===== config.mk =====
export PLATFORM = sky130hd
export DESIGN_NAME = alu_issue_seq
export DESIGN_NICKNAME = d
export VERILOG_FILES = /design/src/rtl/alu_issue_seq.sv
export SDC_FILE = /design/constraint.sdc
export NUM_CORES = 1
export LEC_CHECK = 0
export BUFFER_PORTS_ARGS = -buffer_cell sky130_fd_sc_hd__buf_2
export CAP_MARGIN = 10
export CORE_MARGIN = 2
export CORE_UTILIZATION = 40
export CTS_CLUSTER_DIAMETER = 150
export CTS_CLUSTER_SIZE = 10
export DETAILED_ROUTE_END_ITERATION = 8
export RECOVER_POWER = 50
export SYNTH_ARGS = -nofsm -noshare
export SYNTH_HDL_FRONTEND = slang
export SYNTH_SLANG_ARGS = --single-unit

===== constraint.sdc =====
create_clock -name clk -period 1.8 [get_ports clk]
set_input_delay 0.54 -clock clk [delete_from_list [all_inputs] [get_ports clk]]
set_output_delay 0.54 -clock clk [all_outputs]
set_load 0.05 [all_outputs]

===== src/rtl/alu_issue_seq.sv =====
// Command issuer for the 4-bit combinational ALU: buffers commands in a FIFO,
// executes them one per clock against an accumulator, and returns each
// sequence's final value and op count over a valid/ready response port.
module alu_issue_seq #(
  parameter int WIDTH = 4,
  parameter int OPW   = 3,
  parameter int DEPTH = 4,
  parameter int CNTW  = 8
) (
  input  logic             clk,
  input  logic             rst_n,
  input  logic             cmd_valid,
  output logic             cmd_ready,
  input  logic [OPW-1:0]   cmd_op,
  input  logic [WIDTH-1:0] cmd_b,
  input  logic             cmd_load,
  input  logic             cmd_last,
  output logic [WIDTH-1:0] alu_a,
  output logic [WIDTH-1:0] alu_b,
  output logic [OPW-1:0]   alu_op,
  input  logic [WIDTH-1:0] alu_res,
  output logic             res_valid,
  input  logic             res_ready,
  output logic [WIDTH-1:0] res_data,
  output logic [CNTW-1:0]  res_count,
  output logic             busy
);

  localparam int AW = $clog2(DEPTH);
  localparam int EW = OPW + WIDTH + 2;

  typedef enum logic [1:0] {IDLE, EXEC, RESP} state_t;

  state_t           state, state_next;
  logic [EW-1:0]    mem [DEPTH];
  logic [AW:0]      wr_ptr, rd_ptr;
  logic             empty, full, push, pop;
  logic [EW-1:0]    head;
  logic [OPW-1:0]   head_op;
  logic [WIDTH-1:0] head_b;
  logic             head_load, head_last;
  logic             load_q, last_q;
  logic [WIDTH-1:0] acc, acc_next;
  logic [CNTW-1:0]  count, count_next;

  assign empty     = (wr_ptr == rd_ptr);
  assign full      = (wr_ptr[AW] != rd_ptr[AW]) && (wr_ptr[AW-1:0] == rd_ptr[AW-1:0]);
  assign push      = cmd_valid && cmd_ready;
  assign head      = mem[rd_ptr[AW-1:0]];
  assign head_op   = head[EW-1 -: OPW];
  assign head_b    = head[WIDTH+1:2];
  assign head_load = head[1];
  assign head_last = head[0];

  // FIFO storage: entries are {op, b, load, last}
  always_ff @(posedge clk) begin
    if (push) mem[wr_ptr[AW-1:0]] <= {cmd_op, cmd_b, cmd_load, cmd_last};
  end

  // FIFO pointers, one extra wrap bit to tell full from empty
  always_ff @(posedge clk or negedge rst_n) begin
    if (!rst_n) begin
      wr_ptr <= '0;
      rd_ptr <= '0;
    end else begin
      if (push) wr_ptr <= wr_ptr + 1'b1;
      if (pop)  rd_ptr <= rd_ptr + 1'b1;
    end
  end

  // State register
  always_ff @(posedge clk or negedge rst_n) begin
    if (!rst_n) state <= IDLE;
    else        state <= state_next;
  end

  // Next state and pop decision; a non-last EXEC chains straight into the next command
  always_comb begin
    state_next = state;
    pop        = 1'b0;
    case (state)
      IDLE: begin
        if (!empty) begin
          pop        = 1'b1;
          state_next = EXEC;
        end
      end
      EXEC: begin
        if (last_q) begin
          state_next = RESP;
        end else if (!empty) begin
          pop        = 1'b1;
          state_next = EXEC;
        end else begin
          state_next = IDLE;
        end
      end
      RESP: begin
        if (res_ready) state_next = IDLE;
      end
      default: state_next = IDLE;
    endcase
  end

  // Outputs and next accumulator/count values
  always_comb begin
    cmd_ready  = !full;
    busy       = (state != IDLE) || !empty;
    alu_a      = acc;
    acc_next   = load_q ? alu_b : alu_res;
    count_next = count;
    if (!load_q && (count != '1)) count_next = count + 1'b1;
  end

  // Datapath: command registers, accumulator, op count and response hold.
  // alu_b/alu_op are cleared on every non-pop edge so they read zero whenever no command executes.
  always_ff @(posedge clk or negedge rst_n) begin
    if (!rst_n) begin
      alu_b     <= '0;
      alu_op    <= '0;
      load_q    <= 1'b0;
      last_q    <= 1'b0;
      acc       <= '0;
      count     <= '0;
      res_valid <= 1'b0;
      res_data  <= '0;
      res_count <= '0;
    end else begin
      alu_b  <= pop ? head_b : '0;
      alu_op <= (pop && !head_load) ? head_op : '0;
      load_q <= pop && head_load;
      last_q <= pop && head_last;
      case (state)
        EXEC: begin
          acc   <= acc_next;
          count <= count_next;
          if (last_q) begin
            res_valid <= 1'b1;
            res_data  <= acc_next;
            res_count <= count_next;
          end
        end
        RESP: begin
          if (res_ready) begin
            res_valid <= 1'b0;
            acc       <= '0;
            count     <= '0;
          end
        end
        default: ;
      endcase
    end
  end

endmodule


==> results.sh, run 1 <==
export IMPL_worst_pin_slew_ps=799
export IMPL_worst_setup_path_start_kind="register"
export IMPL_wl_per_cell_um=14.1
export IMPL_synthSimpleGateAreaFrac_pct=8.93
export IMPL_gp_congestion=0.756
export IMPL_rsz0062_at_grt="yes"
export IMPL_drc=0
export IMPL_period_share_pct=119
export IMPL_overflow=0
export IMPL_insertion_delay_ps=340
export IMPL_cp_slowest_cell="or4_4"
export IMPL_cts_sinks=78
export IMPL_fp_dieW_um=95.3
export IMPL_synth_nets=254
export IMPL_cts_htree_levels=3
export IMPL_drive_gt1_share_pct=26.6
export IMPL_relSlewSlack_pct=46.7
export IMPL_synth_compound_area_share_pct=9.20
export IMPL_ys_seq_area_share_pct=64.0
export IMPL_first_pass_iters=4
export IMPL_ant_nets=0
export IMPL_stdcell_area_um2=3960
export IMPL_synth_top_cells_by_area="edfxtp_1 (32%), dfrtp_1 (32%), mux4_1 (5.5%)"
export IMPL_setup_ws_ps=-343
export IMPL_fin_nets=322
export IMPL_fmax_ghz=0.467
export IMPL_setup_violations=2
export IMPL_synth_top_family_by_area="multiplexers"
export IMPL_worstSetupPathType="reg2out"
export IMPL_dpl_cell_count=390
export IMPL_grt_pass1_vias=1972
export IMPL_synthCells=231
export IMPL_p_leak_nw=1.66
export IMPL_clk_path_buf_depth=2
export IMPL_diodes=0
export IMPL_rows=33
export IMPL_multiInputGateArea_um2=1130
export IMPL_antenna_found_initial=0
export IMPL_hold_viol=0
export IMPL_fillCellCount=754
export IMPL_slowest_delay_ps=420
export IMPL_p_per_area_nw_per_um2=1840
export IMPL_cp_required_ps=1260
export IMPL_io_buffers=42
export IMPL_finalCriticalPeriod_ps=2140
export IMPL_totalWireLength_um=5770
export IMPL_design_core_area_um2=8130
export IMPL_violations="negative setup slack"
export IMPL_yosysTopAreaCellShare_pct=32.4
export IMPL_worstPathArrival_ps=1600
export IMPL_syn_avg_cell_area_um2=14.4
export IMPL_synth_edff_count=36
export IMPL_grt_usage_pct=14.0
export IMPL_regArea_um2=2130
export IMPL_maxSlewViolCount=0
export IMPL_die_area_um2=9080
export IMPL_fin_hold_ws_ps=261
export IMPL_ys_flop_type="dfrtp_1"
export IMPL_skew_ps=6.60
export IMPL_synthAdderAreaFrac_pct=2.25
export IMPL_initialDrtViolationCount=53
export IMPL_grt_pass1_wl_um=9400
export IMPL_synth_xor_area_share_pct=3.87
export IMPL_hold_path_class="in2async"
export IMPL_cp_max_fo=2
export IMPL_post_dp_hpwl_um=4110
export IMPL_pin_count=43
export IMPL_hold_buffers=0
export IMPL_synth_distinct_cells=44
export IMPL_clock_root_buffer="clkbuf_8"
export IMPL_initial_core_util_pct=41.0
export IMPL_vias=1982
export IMPL_area_delta_synth_final_pct=18.9
export IMPL_clk_pin_slew_ps=80
export IMPL_grt_max_degree=28
export IMPL_synth_area_leader_cell="edfxtp_1"
export IMPL_ir_drop_v=0.000752
export IMPL_drv_cap=0
export IMPL_fin_cells=409
export IMPL_die_h_um=95.3
export IMPL_syn_cell_area_um2=3330
export IMPL_status="complete, but fails checks"
export IMPL_viasPerCell=4.85
export IMPL_numCtsBuffers=9
export IMPL_crit_path_cell_trace="xnor2_2 > nand2_1 > or4_4 > buf_6"
export IMPL_crit_path_end_kind="output port"
export IMPL_ys_ff_latch=78
export IMPL_muxShareOfSynthArea_pct=9.35
export IMPL_synthArstFlopShare_pct=53.8
export IMPL_yosys_warnings=0
export IMPL_placed_area_um2=3790
export IMPL_cts_tree="yes"
-- cells by family after synthesis --
group | count (synthesis)
multiplexers | 17
flip-flops | 78
XOR/XNOR | 13
adder cells (fa/ha/maj) | 6
buffers and inverters | 15
AND/OR/NAND/NOR | 57
AO/OA/AOI/OAI | 45
-- synthesized netlist by cell type, types with 4 or more instances --
library cell / n
a21oi_1: 9
and2_1: 6
and3_1: 4
clkbuf_1: 4
dfrtp_1: 42
edfxtp_1: 36
ha_1: 6
inv_1: 6
mux2i_1: 6
mux4_1: 7
nand2_1: 22
nand3_1: 4
nor2b_1: 6
o21ai_0: 19
xnor2_1: 7
xor2_1: 4
-- flip-flops by register name, summed over array words and instances (netlist names) --
signal	flops
mem	36
count	8
res_count	8
alu_a	4
alu_b	4
res_data	4
alu_op	3
rd_ptr	3
wr_ptr	3
state	2
last_q	1
load_q	1
res_valid	1
-- layout by cell type, fill, tap and decap left out, types with 2 or more instances in the layout --
cell type	Yosys	routed
dfrtp_1	42	42
edfxtp_1	36	36
buf_2	2	29
nand2_1	22	22
o21ai_0	19	19
buf_4	0	19
clkbuf_1	4	16
clkbuf_8	0	10
a21oi_1	9	9
mux4_1	7	7
xnor2_1	7	7
nor2b_1	6	6
inv_1	6	6
mux2i_1	6	6
ha_1	6	6
and2_1	6	5
xor2_1	4	4
a21o_1	3	3
and3_1	4	3
nand3_1	4	3
nor3_1	3	3
nor2_1	3	3
clkinv_2	0	3
nand2b_1	2	2
mux4_2	2	2
nand4_1	2	2
a22o_1	2	2
o31ai_1	2	2
mux2_2	2	2
clkbuf_2	0	2
-- critical path: cells and delay by family (launching register included) --
| family | cells | cell delay, ps |
|---|---|---|
| XOR/XNOR | 1 | 190 |
| buffers and inverters | 1 | 170 |
| flip-flops | 1 | 410 |
| AND/OR/NAND/NOR | 2 | 500 |
-- layout make-up --
class | instances | share of cell area (%)
inverter | 6 | 0.568
timing repair buffer | 66 | 9.50
sequential | 78 | 53.8
clock buffer | 12 | 3.66
multi-input combinational | 138 | 28.5
clock inverter | 4 | 0.600
tap | 105 | 3.32
-- final timing paths --
kind	start	to	slack [ps]	cells after the start
worst max-delay path	rd_ptr[0]	busy	-340	4
worst min-delay path	rst_n	res_count[5]	260	1
worst max register to register	rd_ptr[0]	alu_op[2]	50	6
worst min register to register	res_data[1]	res_data[1]	470	2
max in group asynchronous	rst_n	count[3]	410	2
min in group clk	cmd_b[2]	mem[0][4]	460	1
-- report_power, final --
part           switching [mW]  total [mW]  internal (mW)  leakage, nW
clock network           0.592        1.13          0.535       0.0901
registers               0.251        2.69           2.44        0.865
logic                    2.12        3.49           1.37        0.704
total                    2.96        7.30           4.34         1.66
-- what timing repair did --
item                                    in CTS  in global routing
gates resized for setup                      7                  1
pin swaps                                    1                  3
setup buffers                                2                  4
endpoints found under the setup margin       2                 11
-- layer usage --
layer  track usage [%]  part of all wire [%]  up-vias
met5                 0                     0        -
met4              5.43                   1.2        0
met3              3.64                   4.2        5
met2              23.2                    50       41
met1              17.6                    45      942
li1                  -                     -      994
-- through the flow --
step	power [mW]	setup WS [ps]	TNS, ps	util [%]
CTS	7.50	-343	-514	49.3
floorplan	5.20	-72.7	-72.7	-
finish	7.30	-343	-420	48.7
global route	7.81	-410	-836	48.7
global placement	6.14	-5.24	-5.24	46.7
detailed placement	6.21	-18.5	-18.5	46.7
No activity file was read; power rests on OpenSTA's default activity.
==> run 2, diff against run 1 <==
--- a/config.mk
+++ b/config.mk
@@ -7,11 +7,14 @@
 export LEC_CHECK = 0
 export BUFFER_PORTS_ARGS = -buffer_cell sky130_fd_sc_hd__buf_2
 export CAP_MARGIN = 10
+export CELL_PAD_IN_SITES_DETAIL_PLACEMENT = 1
+export CELL_PAD_IN_SITES_GLOBAL_PLACEMENT = 1
 export CORE_MARGIN = 2
 export CORE_UTILIZATION = 40
 export CTS_CLUSTER_DIAMETER = 150
 export CTS_CLUSTER_SIZE = 10
 export DETAILED_ROUTE_END_ITERATION = 8
+export PLACE_DENSITY_LB_ADDON = 0.1
 export RECOVER_POWER = 50
 export SYNTH_ARGS = -nofsm -noshare
 export SYNTH_HDL_FRONTEND = slang
==> run 2 against run 1 <==
The run still ends with negative setup slack left. Via count is 0.66% higher. Critical path depth stayed put. Clock power is 5% higher. Largest power group unchanged.
==> results.sh, run 2 (synthesis results as in run 1) <==
export IMPL_status="complete, but fails checks"
export IMPL_violations="negative setup slack"
export IMPL_period_share_pct=119
export IMPL_crit_path_end_kind="output port"
export IMPL_fillCellCount=849
export IMPL_regArea_um2=2130
export IMPL_grt_usage_pct=15.5
export IMPL_hold_viol=0
export IMPL_relSlewSlack_pct=32.3
export IMPL_routed_top_layer="met4"
export IMPL_overflow=0
export IMPL_drc=0
export IMPL_final_cell_mix="dfrtp_1 (42), edfxtp_1 (36), buf_2 (31)"
export IMPL_drive_gt1_share_pct=29.2
export IMPL_worstPathArrival_ps=1590
export IMPL_initial_core_util_pct=41.0
export IMPL_grt_pass1_wl_um=10600
export IMPL_fin_nets=319
export IMPL_vias=1995
export IMPL_p_total_mw=7.42
export IMPL_worstSetupPathType="reg2out"
export IMPL_met1_length_um=2670
export IMPL_fmax_ghz=0.469
export IMPL_clk_path_buf_depth=2
export IMPL_met3WireLength_um=230
export IMPL_stdcell_area_um2=3980
export IMPL_post_dp_hpwl_um=4450
export IMPL_die_area_um2=9080
export IMPL_ant_nets=0
export IMPL_grt_max_degree=43
export IMPL_grt_pass1_vias=2139
export IMPL_multiInputGateArea_um2=1140
export IMPL_cp_slowest_cell="dfrtp_1"
export IMPL_drv_cap=0
export IMPL_largest_reg_flops=36
export IMPL_cts_tree="yes"
export IMPL_setup_violations=2
export IMPL_setup_ws_ps=-333
export IMPL_wl_per_cell_um=15.3
export IMPL_seqPwrFrac_pct=36.5
export IMPL_p_per_area_nw_per_um2=1870
export IMPL_antenna_found_initial=0
export IMPL_numCtsBuffers=9
export IMPL_hold_path_class="in2async"
export IMPL_skew_ps=13.7
export IMPL_io_buffers=42
export IMPL_worst_pin_slew_ps=1020
export IMPL_rows=33
export IMPL_clkPwrFrac_pct=16.0
export IMPL_dr_wl_met2_um=3180
export IMPL_fp_dieW_um=95.3
export IMPL_viasPerCell=4.91
export IMPL_slowest_delay_ps=420
export IMPL_diodes=0
export IMPL_pin_count=43
export IMPL_cts_htree_levels=3
export IMPL_maxSlewViolCount=0
export IMPL_gp_congestion=0.748
export IMPL_design_core_area_um2=8130
export IMPL_rsz0062_at_grt="yes"
export IMPL_ir_drop_v=0.000712
export IMPL_fin_tns_setup_ps=-429
export IMPL_p_sw_mw=3.07
export IMPL_insertion_delay_ps=350
export IMPL_critical_path_buf_inv_count=1
export IMPL_first_pass_iters=4
export IMPL_area_delta_synth_final_pct=19.3
export IMPL_cp_required_ps=1260
export IMPL_comb_power_share_pct=47.5
export IMPL_clk_pin_slew_ps=80
export IMPL_p_leak_nw=1.66
export IMPL_initialDrtViolationCount=51
export IMPL_layout_commonest_cell="dfrtp_1"
export IMPL_placed_area_um2=3780
export IMPL_crit_path_cell_trace="xnor2_2 > nand2_1 > or4_4 > buf_6"
export IMPL_cts_sinks=78
export IMPL_p_sw_share_pct=41.4
export IMPL_worst_setup_path_start_kind="register"
export IMPL_internal_power_mw=4.35
export IMPL_cp_max_fo=2
export IMPL_die_h_um=95.3
export IMPL_totalWireLength_um=6200
export IMPL_clock_root_buffer="clkbuf_8"
export IMPL_path_delay_family="simple AND/OR/NAND/NOR gates"
export IMPL_finalCriticalPeriod_ps=2130
-- run 2: cell types whose count changed in the layout (fill, tap and decap cells not counted), moves of 2 or more --
cell / delta
clkinv_2: -2
buf_2: +2
and3_2: +3
clkbuf_1: -6
clkinvlp_4: +2
and3_1: -3
-- run 2: stage by stage --
| stage | std cells | utilization [%] | hold slack (ps) | setup WS (ps) |
|---|---|---|---|---|
| after CTS | 406 | 49.1 | 149 | -369 |
| after floorplan | 231 | - | 244 | -72.7 |
| after global placement | 388 | 46.5 | 457 | -19.1 |
| final | 406 | 48.9 | 442 | -333 |
| after detailed placement | 388 | 46.5 | 465 | -29.6 |
| after global routing | 406 | 48.9 | 461 | -408 |
-- run 2: layer usage --
metal  GRT usage, %  vias up
li1               -      980
met5              0        -
met4           6.28        0
met3           3.32        9
met2           26.6       39
met1           19.2      967
-- run 2: path summary, 6_finish.rpt --
path	start	slack [ps]	end	depth (start not counted)
max in group asynchronous	rst_n	730	rd_ptr[1]	2
setup reg to reg	count[1]	160	res_count[6]	5
hold reg to reg	res_data[1]	480	res_data[1]	2
setup / recovery	wr_ptr[0]	-330	busy	4
min in group clk	cmd_b[2]	450	mem[3][4]	1
hold / removal	rst_n	440	res_data[2]	2
-- run 2: worst reg2reg max path, cell delays in order, from the launching register on --
cell and delay [ps]:
dfrtp_1 400, ha_1 250, nand2_1 170, nor3_1 400, mux2i_1 230, o21ai_0 80
-- run 2: final cells by class --
type,count,area share [%]
clock buffers,9,3.12
clock inverters,7,1.45
inverters,6,0.566
multi-input cells,138,28.7
flip-flops and latches,78,53.6
well taps,105,3.30
repair buffers,63,9.22
-- run 2: power groups by stage --
| stage | logic [mW] | registers [mW] | clock network [mW] |
|---|---|---|---|
| 2_1_floorplan | 1.79 | 3.40 | 0 |
| 3_3_place_gp | 3.43 | 2.72 | 0 |
| 3_5_place_dp | 3.48 | 2.75 | 0 |
| 4_1_cts | 3.58 | 2.71 | 1.24 |
| 5_1_grt | 3.88 | 2.78 | 1.31 |
| 6_report | 3.52 | 2.71 | 1.19 |
-- run 2: what timing repair did --
item | 4_1_cts | 5_1_grt
resized for setup | 6 | 5
buffers inserted | 2 | 1
pin swaps | 1 | 3
hold buffers | 0 | 0
setup endpoints to repair | 2 | 20
==> run 3, diff against run 2 <==
==> config.mk (replaced) <==
export PLATFORM = sky130hd
export DESIGN_NAME = alu_issue_seq
export DESIGN_NICKNAME = d
export VERILOG_FILES = /design/src/rtl/alu_issue_seq.sv
export SDC_FILE = /design/constraint.sdc
export NUM_CORES = 1
export LEC_CHECK = 0
export ABC_AREA = 1
export BUFFER_PORTS_ARGS = -buffer_cell sky130_fd_sc_hd__buf_2
export CAP_MARGIN = 10
export CORE_MARGIN = 2
export CORE_UTILIZATION = 40
export CTS_CLUSTER_DIAMETER = 150
export CTS_CLUSTER_SIZE = 10
export DETAILED_ROUTE_END_ITERATION = 8
export GPL_ROUTABILITY_DRIVEN = 0
export RECOVER_POWER = 50
export SYNTH_ARGS = -nofsm -noshare
export SYNTH_HDL_FRONTEND = slang
export SYNTH_SLANG_ARGS = --single-unit
==> run 3 against run 2 <==
The flow still finishes with violations (negative setup slack). Clock skew about the same. Design area is 0.85% higher. First-iteration DRC count up 75%. Largest power group unchanged. Critical path type unchanged. Cell count up 25%. Sequential power is 5% higher. Utilization fell by 0.32 points. Critical path depth unchanged. Clock-buffer cell count is the same. Fmax is 7.1% higher. Largest cell class unchanged. Die area increased by 2.7%. Wire length is 5.9% higher. Combinational power grew 7.7%.
==> results.sh, run 3 <==
export IMPL_crit_path_end_kind="output port"
export IMPL_synthCells=338
export IMPL_finalCriticalPeriod_ps=1990
export IMPL_first_pass_iters=4
export IMPL_design_core_area_um2=8260
export IMPL_slowest_delay_ps=420
export IMPL_syn_avg_cell_area_um2=10.1
export IMPL_grt_pass1_vias=2339
export IMPL_p_per_area_nw_per_um2=1950
export IMPL_yosysTopAreaCellShare_pct=31.5
export IMPL_wl_per_cell_um=12.9
export IMPL_insertion_delay_ps=360
export IMPL_hold_viol=0
export IMPL_die_area_um2=9330
export IMPL_grt_usage_pct=15.7
export IMPL_fillCellCount=790
export IMPL_fmax_ghz=0.502
export IMPL_cp_required_ps=1260
export IMPL_period_share_pct=111
export IMPL_syn_cell_area_um2=3430
export IMPL_numCtsBuffers=9
export IMPL_pin_count=43
export IMPL_area_delta_synth_final_pct=17.0
export IMPL_drive_gt1_share_pct=20.8
export IMPL_viasPerCell=4.76
export IMPL_setup_ws_ps=-192
export IMPL_ys_seq_area_share_pct=62.2
export IMPL_maxSlewViolCount=0
export IMPL_relSlewSlack_pct=32.2
export IMPL_totalWireLength_um=6570
export IMPL_synth_nets=361
export IMPL_cts_tree="yes"
export IMPL_multiInputGateArea_um2=1130
export IMPL_cts_htree_levels=3
export IMPL_regToRegSetupSlack_ps=120
export IMPL_crit_path_cell_trace="xnor2_2 > nand3b_4 > nand3b_1 > buf_6"
export IMPL_worstPathArrival_ps=1450
export IMPL_worstReg2RegStart="rd_ptr[0]"
export IMPL_io_buffers=42
export IMPL_skew_ps=13.9
export IMPL_cp_max_fo=2
export IMPL_largest_reg_flops=36
export IMPL_post_dp_hpwl_um=4730
export IMPL_hold_buffers=0
export IMPL_synth_distinct_cells=30
export IMPL_rows=33
export IMPL_clk_path_buf_depth=2
export IMPL_ir_drop_v=0.000660
export IMPL_synth_edff_count=36
export IMPL_dpl_cell_count=489
export IMPL_worstSetupPathType="reg2out"
export IMPL_worstHoldStart="res_ready"
export IMPL_yosysMostFrequentCell="nand2_1"
export IMPL_fin_nets=422
export IMPL_violations="negative setup slack"
export IMPL_cp_slowest_cell="dfrtp_1"
export IMPL_synthArstFlopShare_pct=53.8
export IMPL_clk_pin_slew_ps=80
export IMPL_grt_max_degree=43
export IMPL_ys_flop_type="dfrtp_1"
export IMPL_ys_ff_latch=78
export IMPL_drv_cap=0
export IMPL_synth_top_cells_by_area="edfxtp_1 (32%), dfrtp_1 (31%), nand2_1 (10%)"
export IMPL_initialDrtViolationCount=89
export IMPL_synth_area_leader_cell="edfxtp_1"
export IMPL_status="complete, but fails checks"
export IMPL_antenna_found_initial=0
export IMPL_overflow=0
export IMPL_hold_path_class="in2reg"
export IMPL_ant_nets=0
export IMPL_regArea_um2=2130
export IMPL_diodes=0
export IMPL_critPathLaunch="rd_ptr[0]"
export IMPL_worst_setup_path_start_kind="register"
export IMPL_final_cell_mix="nand2_1 (95), dfrtp_1 (42), nor2_1 (38)"
export IMPL_clock_root_buffer="clkbuf_8"
export IMPL_initial_core_util_pct=41.5
export IMPL_vias=2421
export IMPL_rsz0062_at_grt="yes"
export IMPL_layout_commonest_cell="nand2_1"
export IMPL_synth_common_cells="nand2_1 (94), dfrtp_1 (42), nor2_1 (38), edfxtp_1 (36), nand3_1 (26)"
export IMPL_fin_cells=509
export IMPL_setup_violations=2
export IMPL_worst_pin_slew_ps=1020
export IMPL_p_leak_nw=1.88
export IMPL_cts_sinks=78
export IMPL_fp_dieW_um=96.6
export IMPL_fin_tns_setup_ps=-378
export IMPL_yosys_warnings=0
export IMPL_drc=0
export IMPL_die_h_um=96.6
export IMPL_grt_pass1_wl_um=11000
[run 3: cell types whose count changed in the layout (fill, tap and decap cells not counted), moves of 6 or more]
cell and change:
mux4_1 -7, nand3_1 +23, mux2i_1 -6, inv_1 +19
and2_1 -6, nor2_1 +35, nand2_1 +73, nor2b_1 -6
[run 3: critical path, delay by kind of cell (launching register included)]
kind / cells / cell delay, ps
DFF: 1 / 420
buffers and inverters: 1 / 160
and+or+nand+nor: 2 / 260
xor gates and xnor gates: 1 / 260
[run 3: layer usage]
metal / vias up / GRT usage, % / part of all wire [%]
met4: 0 / 7.51 / 1.9
met5: - / 0 / 0
met1: 1129 / 19.9 / 46
met3: 11 / 4.03 / 4.9
met2: 49 / 25.3 / 47
li1: 1232 / - / -
[run 3: worst paths after layout]
kind / end / cells after the start
max: busy / 4
min: state[1] / 2
max reg2reg: mem[3][0] / 7
min reg2reg: res_count[1] / 2
max in group asynchronous: rd_ptr[1] / 2
min in group asynchronous: res_count[5] / 2
[run 3: through the flow]
step	total power [mW]	instance area, um^2	util (%)	hold slack, ps	worst slack, ps
floorplan	5.66	3430	-	244	-44.6
global route	8.44	4010	48.6	389	-254
detailed placement	6.59	3800	46.1	462	111
CTS	7.89	4010	48.6	254	-225
global placement	6.54	3800	46.1	455	130
finish	7.82	4010	48.6	375	-192
[run 3: where the power goes]
part	internal, mW	switching, mW
registers	2.49	0.355
logic	1.21	2.57
clock network	0.513	0.681
[run 3: cells by family after synthesis]
kind of cell             share of synthesized area (%)
AND/OR/NAND/NOR                                   22.9
flip-flops                                        62.2
AO/OA/AOI/OAI                                     5.99
buffers and inverters                             4.78
adder cells (fa/ha/maj)                           2.19
XOR/XNOR                                          1.97
[run 3: repair_timing]
action,4_1_cts,5_1_grt
endpoints found under the setup margin,2,2
buffers inserted,2,2
pin swaps,4,1
resized for setup,4,0
[run 3: layout make-up]
cell class                 count  share of cell area (%)
inverter                      29                    2.71
clock buffer                   9                    3.09
tap                          105                    3.28
multi-input combinational    223                    28.2
timing repair buffer          58                    8.21
clock inverter                 7                    1.37
sequential                    78                    53.2
